$ cat config.mk
export PLATFORM = sky130hd
export DESIGN_NAME = wb_stage
export DESIGN_NICKNAME = d
export VERILOG_FILES = /design/src/rtl/radix_pkg.sv /design/src/rtl/wb_stage_regfile.sv /design/src/rtl/wb_stage.sv
export SDC_FILE = /design/constraint.sdc
export NUM_CORES = 2
export LEC_CHECK = 0
export ABC_AREA = 1
export BUFFER_PORTS_ARGS = -buffer_cell sky130_fd_sc_hd__buf_4
export CAP_MARGIN = 20
export CORE_MARGIN = 4
export CORE_UTILIZATION = 40
export CTS_CLUSTER_DIAMETER = 50
export DETAILED_ROUTE_END_ITERATION = 8
export HOLD_SLACK_MARGIN = 0.06
export PLACE_DENSITY = 0.59
export RECOVER_POWER = 25
export SYNTH_ARGS = -nofsm -noshare
export SYNTH_HDL_FRONTEND = slang
export SYNTH_SLANG_ARGS = --single-unit
export TNS_END_PERCENT = 5
$ cat constraint.sdc
create_clock -name clk -period 2.4 [get_ports clk]
set_input_delay 0.12 -clock clk [delete_from_list [all_inputs] [get_ports clk]]
set_output_delay 0.12 -clock clk [all_outputs]
set_load 0.01 [all_outputs]
$ cat src/rtl/radix_pkg.sv
// Shared pipeline definitions for the radix core: data/register geometry,
// instruction-class encodings and the register-file commit qualifier.
package radix_pkg;

  localparam int XLEN      = 32;
  localparam int NREGS     = 32;
  localparam int REG_IDX_W = 5;

  typedef enum logic [1:0] {
    INSTR_R = 2'd0,
    INSTR_I = 2'd1,
    INSTR_S = 2'd2
  } instr_type_e;

  // A WB slot writes the file only when it is live, wants a write and is not x0.
  function automatic logic rf_wr_ok(input logic valid, input logic we,
                                    input logic [REG_IDX_W-1:0] rd);
    return valid & we & (rd != '0);
  endfunction

endpackage

$ cat src/rtl/wb_stage_regfile.sv
// Architectural register file: 2 combinational read ports, 1 synchronous write
// port, x0 hardwired to zero. Define WB_BYPASS_EN for write-through reads.
module regfile
  import radix_pkg::*;
#(
  parameter int XLEN  = radix_pkg::XLEN,
  parameter int NREGS = radix_pkg::NREGS
) (
  input  logic                 clk,
  input  logic                 rst,
  input  logic                 we,
  input  logic [REG_IDX_W-1:0] wr_idx,
  input  logic [XLEN-1:0]      wr_data,
  input  logic [REG_IDX_W-1:0] rs1_idx,
  input  logic [REG_IDX_W-1:0] rs2_idx,
  output logic [XLEN-1:0]      rs1_val,
  output logic [XLEN-1:0]      rs2_val
);

  logic [NREGS-1:0][XLEN-1:0] regs;

  // Entry 0 is only ever reset, so it stays zero; reads also force it to zero.
  always_ff @(posedge clk) begin
    if (rst) begin
      regs <= '0;
    end else begin
      for (int i = 1; i < NREGS; i++) begin
        if (we && wr_idx == REG_IDX_W'(i)) regs[i] <= wr_data;
      end
    end
  end

  always_comb begin
    rs1_val = (rs1_idx == '0) ? '0 : regs[rs1_idx];
    rs2_val = (rs2_idx == '0) ? '0 : regs[rs2_idx];
`ifdef WB_BYPASS_EN
    // we already excludes x0, so the bypass cannot leak a value onto index 0.
    if (we && rs1_idx == wr_idx) rs1_val = wr_data;
    if (we && rs2_idx == wr_idx) rs2_val = wr_data;
`endif
  end

endmodule

$ cat src/rtl/wb_stage.sv
// Writeback stage: MEM/WB register, commit into the register file, forwarding
// tap and retired-instruction counter. WB_BYPASS_EN enables read write-through.
module wb_stage
  import radix_pkg::*;
#(
  parameter int XLEN  = radix_pkg::XLEN,
  parameter int NREGS = radix_pkg::NREGS,
  parameter int CNT_W = 32
) (
  input  logic                 clk,
  input  logic                 rst,
  input  logic                 valid_in,
  input  logic                 stall,
  input  logic                 flush,
  input  logic [XLEN-1:0]      writeback_val,
  input  logic [REG_IDX_W-1:0] rd_idx,
  input  logic                 reg_we_in,
  input  logic [REG_IDX_W-1:0] rs1_idx,
  input  logic [REG_IDX_W-1:0] rs2_idx,
  output logic [XLEN-1:0]      rs1_val,
  output logic [XLEN-1:0]      rs2_val,
  output logic                 fwd_valid,
  output logic [REG_IDX_W-1:0] fwd_rd,
  output logic [XLEN-1:0]      fwd_val,
  output logic [CNT_W-1:0]     retired_cnt
);

  logic                 wb_valid;
  logic                 wb_we;
  logic [REG_IDX_W-1:0] wb_rd;
  logic [XLEN-1:0]      wb_val;
  logic                 commit_we;

  // Stall/flush only gate the capture; the slot already in WB commits regardless.
  always_ff @(posedge clk) begin
    if (rst) begin
      wb_valid <= 1'b0;
      wb_we    <= 1'b0;
      wb_rd    <= '0;
      wb_val   <= '0;
    end else if (stall || flush) begin
      wb_valid <= 1'b0;
      wb_we    <= 1'b0;
    end else begin
      wb_valid <= valid_in;
      wb_we    <= valid_in & reg_we_in;
      wb_rd    <= rd_idx;
      wb_val   <= writeback_val;
    end
  end

  // Stores retire too; the counter wraps freely.
  always_ff @(posedge clk) begin
    if (rst)           retired_cnt <= '0;
    else if (wb_valid) retired_cnt <= retired_cnt + CNT_W'(1);
  end

  assign commit_we = rf_wr_ok(wb_valid, wb_we, wb_rd);
  assign fwd_valid = commit_we;
  assign fwd_rd    = wb_rd;
  assign fwd_val   = wb_val;

  regfile #(.XLEN(XLEN), .NREGS(NREGS)) u_rf (
    .clk     (clk),
    .rst     (rst),
    .we      (commit_we),
    .wr_idx  (wb_rd),
    .wr_data (wb_val),
    .rs1_idx (rs1_idx),
    .rs2_idx (rs2_idx),
    .rs1_val (rs1_val),
    .rs2_val (rs2_val)
  );

endmodule

==> Word level (Yosys, flattened, before mapping) <==
Cells that the tools add are included.
{ "word_totals": {"reg_bits": 1063, "out_inout_bits": 134, "elab_cells": 115} }
{ "op_classes": {"add_sub_neg": 1, "n_lt_le_gt_ge": 2, "eq_ne": 31, "mux": 6, "bitwise_logic": 3, "n_reduce_logical": 36} }
{ "ops": {"columns": ["operator", "n"], "rows": [
  ["binary-select mux 32 bit (select 5 bit)", 2],
  ["two-way mux 32 bit", 4],
  ["== test 5 bit, second input constant", 16],
  ["== test 5 x 4 -> 1 bit, second input constant", 8],
  ["adder 32 x 1 -> 32 bit, second input constant", 1],
  ["logical AND 1 bit", 31],
  ["== test 5 x 3 -> 1 bit, second input constant", 4],
  ["< comparator 5 x 6 -> 1 bit, second input constant", 2],
  ["== test 5 x 2 -> 1 bit, second input constant", 2],
  ["logical NOT 5 bit", 2],
  ["== test 5 x 1 -> 1 bit, second input constant", 1],
  ["nonzero test 5 bit", 1],
  ["bitwise AND 1 bit", 3],
  ["OR reduction 2 bit", 1],
  ["logical OR 1 bit", 1]
]} }

==> Logic depth before layout (Yosys ltp) <==
{ "logic_depth": {"depth_word": 3, "depth_mapped": 13, "ltp_nobuf": 10} }

==> Hierarchy <==
From an unflattened synthesis, not the netlist that was laid out.
{ "unflattened": {"hier_cells": 9613, "area_unflattened_um2": 59100.4} }
{ "modules_own_cells": {"columns": ["module", "instances", "cells_each", "area_per_inst_um2"], "rows": [
  ["regfile", 1, 9175, 56030.0],
  ["wb_stage", 1, 438, 3070.4]
]} }

==> Least setup slack after synthesis <==
Ideal clock, no wire load.
{ "synth_timing": {"kind": "flip-flop to flip-flop", "start": "register wb_rd[1], in the netlist fwd_rd[1]", "end": "register u_rf.regs[961] (netlist name)", "t_arrival_ns": 1.465, "setup_slack_ns": 0.819, "stages_incl_launch_ff": 9, "path_buffers": 1, "path_cell_list": "dfxtp_1 > inv_1 > nor2_1 > nand2_1 > nor2_1 > inv_1 > clkbuf_1 > nor2_1 > nor2_1"} }
{ "synth_between": {"elab_chain_len": 3, "word_cells_on_any_way": 4} }
{ "synth_lines": {"columns": ["element", "line_no", "source"], "rows": [
  ["start, declared", "wb_stage.sv:30", "logic [REG_IDX_W-1:0] wb_rd;"],
  ["start signal, assigned", "wb_stage.sv:47", "wb_rd <= rd_idx;"],
  ["nonzero test 5 bit", "radix_pkg.sv:18", "return valid & we & (rd != '0);"],
  ["bitwise AND 1 bit", "radix_pkg.sv:18", null],
  ["logical AND 1 bit (*)", "wb_stage_regfile.sv:28", "if (we && wr_idx == REG_IDX_W'(i)) regs[i] <= wr_data;"],
  ["end signal, assigned by index", "wb_stage_regfile.sv:28", null],
  ["end, declared", "wb_stage_regfile.sv:20", "logic [NREGS-1:0][XLEN-1:0] regs;"]
]} }
Mark *: on every way between the ends. The rest lies on a longest branch, timed or not.
A chain may end at the register's enable or synchronous reset.

==> Worst setup path in the final report <==
{ "layout_timing": {"start": "register u_rf.regs[991] (netlist name)", "end": "output rs1_val[31]"} }
{ "layout_between": {"elab_chain_len": 3} }
{ "layout_lines": {"columns": ["element", "line_no", "source"], "rows": [
  ["binary-select mux 32 bit (select 5 bit)", "wb_stage_regfile.sv:34", "rs1_val = (rs1_idx == '0) ? '0 : regs[rs1_idx];"],
  ["two-way mux 32 bit (not written as such)", "wb_stage_regfile.sv:34", null],
  ["two-way mux 32 bit", "wb_stage_regfile.sv:34", null],
  ["end, declared", "wb_stage.sv:20", "output logic [XLEN-1:0] rs1_val,"]
]} }
Every way passes these cells. The select of a mux whose other input is x is not followed.

==> summary.txt <==
Status
  • Outcome: finished, final reports clean

Clock network
  • CTS tree: done
  • Clock Latency Late Sink: 800 ps
  • H-Tree Depth: 4
  • CTS root buf: clkbuf_16
  • Sink Count: 1063
  • Post-CTS Setup Repair Bufs: 0
  • Clock buffer depth: 3
  • Clk slew on worst S/H paths: 60 ps
  • CTS Buf Count: 140

STA
  • Max Transition Viols Final: 0
  • Unrepaired setup endpoints after global routing: yes
  • F_max: 0.420 GHz
  • Setup Viol. Count Final: 0
  • Clock period minus final worst setup slack: 2380 ps
  • Final Hold Viols: 0
  • Least-Margin Pin Slew: about 1300 ps
  • Fin crit share: around 99%
  • Final Skew: 31.2 ps
  • Worst slew margin: 13.7%

Drt
  • Drt first pass iters: 9
  • DRC marker count from the first detailed-route iteration: between 9000 and 10000
  • WL/cell: 23.5 um
  • Avg Vias per Cell: 5.78
  • Final WL: approximately 260000 um
  • Antenna Nets Post-Route: 0
  • DR DRC count: 0
  • Vias: ~65000

GRT
  • Vias in the first global route: 59600
  • Met2 GRT Util: about half
  • Largest net degree at the start of global routing: 117
  • First-pass GRT wire length: 385000 um
  • GRT met1 Usage: 45.4%
  • Met3 Usage GRT: 8.65%
  • GRT Max-Usage Layer: met2
  • Grt ovf: 0
  • Initial antenna violation count: 9
  • Total track usage: 34.3%

Hold path
  • Hold depth: 3
  • Hold Crit Class: input port to flip-flop

Finish
  • Layout cells sized above 1: 8.28%
  • Nets@finish: 9284
  • Fill count: 14500
  • Area Overhead vs Synth: 17.7%
  • Final std cells w/o fill: 11200

Critical path
  • CP arrival: 2260 ps
  • Critical path fanouts, max: 3
  • Slowest stage delay, CP: around 340 ps
  • Crit-path most repeated cell: nand2_1
  • Crit-path slowest cell: dfxtp_1
  • Crit path capture type: primary output
  • Crit path cell chain: o21ai_0, o22ai_1, nand2_1, nand2_1, nand3_1, nand2_2, buf_4
  • CP startpoint kind: flip-flop
  • CP Class: flip-flop to primary output
  • CP required: 2280 ps
  • Worst reg2reg path depth: 7

Floorplanning
  • Core area: 140000 um2
  • Die H: 384 um
  • Initial core utilization: 40.4%
  • Die area: around 150000 um2
  • Row count: 137
  • IO Pins: 187
  • Die Span X: 384 um

Synth
  • Post-synth EDFFs: 0
  • Area leader, netlist: dfxtp_1
  • Mapped Avg Cell Area: 6.11 um2
  • Synth Cell Area: around 57000 um2
  • Ys flop type: dfxtp_1
  • Net Count, Synth: 9314
  • Async SR Flop Fraction: 0%
  • Synth area leaders: dfxtp_1 (38%), nor2_1 (16%), o21ai_0 (13%)
  • Mapped Cells: between 9000 and 10000
  • Register area share after synthesis: 37.6%
  • Cell variety after synth: 34
  • Count leader, synth: nor2_1
  • Yosys top cell area share: 37.6%
  • Synth Register Bits: 1063
  • Synth warn: 0
  • Post-synth top cells: nor2_1 (2418), nand2_1 (1803), o21ai_0 (1514)

Pwr
  • Pwr per Cell Area: 672 nW/um2
  • Final total power: 0.0447 W
  • Worst vdd ir: approximately 0.57 mV
  • Leak pwr: around 28 nW

Placed design
  • DP HPWL: 155000 um
  • RD Place Congestion: 0.929
  • DP Cell Count: 10800
  • # port buffers: 186

Flow run
  • Max-cap violations: 0
-- final cells by class --
cell class / count / area (um2) / share of cell area [%]
sequential: 1063 / 21300 / 32.0
inverter: 449 / 1730 / 2.59
clock inverter: 61 / 778 / 1.17
timing repair buffer: 623 / 5860 / 8.80
antenna: 9 / 22.5 / 0.0338
multi-input combinational: 6953 / 30500 / 45.8
tap: 1876 / 2350 / 3.53
clock buffer: 190 / 4070 / 6.11
-- flip-flops by register name, summed over array words and instances, names as in the netlist --
name         flops
wb_valid         1
fwd_val         32
wb_we            1
fwd_rd           5
u_rf.regs      992
retired_cnt     32
-- routing by layer --
metal / wire, um / share of wire, %
met5: 13 / 0.0049
met3: 33100 / 13
met2: 111000 / 42
met1: 104000 / 40
met4: 15400 / 5.8
-- power breakdown --
part           total, W  internal (W)  switching [W]
clock network    0.0222        0.0135        0.00869
logic           0.00479       0.00134        0.00345
registers        0.0177        0.0177      0.0000453
-- path summary, 6_finish.rpt --
path                          startpoint                      endpoint  slack (ps)
min reg2reg  u_rf.regs[538]$_SDFFE_PP0P_   u_rf.regs[538]$_SDFFE_PP0P_         470
max          u_rf.regs[991]$_SDFFE_PP0P_                   rs1_val[31]          20
max reg2reg       fwd_rd[1]$_SDFFE_PP0N_   u_rf.regs[963]$_SDFFE_PP0P_         120
min                                  rst  retired_cnt[25]$_SDFFE_PP0P_         220
-- layout by cell type, fill, tap and decap left out, types with 42 or more instances in the layout --
cell type and n:
buf_4 314, nand2_2 42, dfxtp_1 1058, inv_1 416, o211ai_1 170, dlygate4sd3_1 128, o22ai_1 128, o21ai_0 1511
nor2_1 2410, clkbuf_16 147, nand2_1 1766, buf_12 88, o21ai_1 69, clkbuf_1 84, nand3_1 404, a21oi_1 365
-- critical path: cells and delay by family (launching register included) --
kind | cells | cell delay, ps
and+or+nand+nor | 4 | 630
AOI/OAI and AO/OA | 2 | 360
buffers and inverters | 1 | 160
DFF | 1 | 340
-- per-stage QoR --
step	utilization [%]	setup WS, ps	setup TNS [ps]	hold slack (ps)	area [um2]
2_1_floorplan	-	819	0	255	56500
3_3_place_gp	43.3	277	0	341	60600
3_5_place_dp	43.3	204	0	348	60600
4_1_cts	47.7	-37.7	-37.7	180	66800
5_1_grt	47.5	-32.3	-169	231	66500
6_report	47.5	16.5	0	221	66600
-- kinds of logic (layout without fill, tap and decap cells) --
group	Yosys count	in the layout	share of synthesized area (%)
AND/OR/NAND/NOR	4695	4695	32.4
adder cells (fa/ha/maj)	1	1	0.0221
other	0	9	0
flip-flops	1063	1063	37.6
XOR/XNOR	6	6	0.0929
AO/OA/AOI/OAI	2251	2251	21.0
buffers and inverters	1244	1323	8.87
-- repair_timing --
action / in CTS / in global routing
endpoints found under the hold margin: 79 / 0
hold buffers: 128 / 0
setup endpoints to repair: 8 / 31
pin swaps: 0 / 8
cloned: 0 / 0
resized for setup: 9 / 45
No activity file was read; power rests on OpenSTA's default activity.
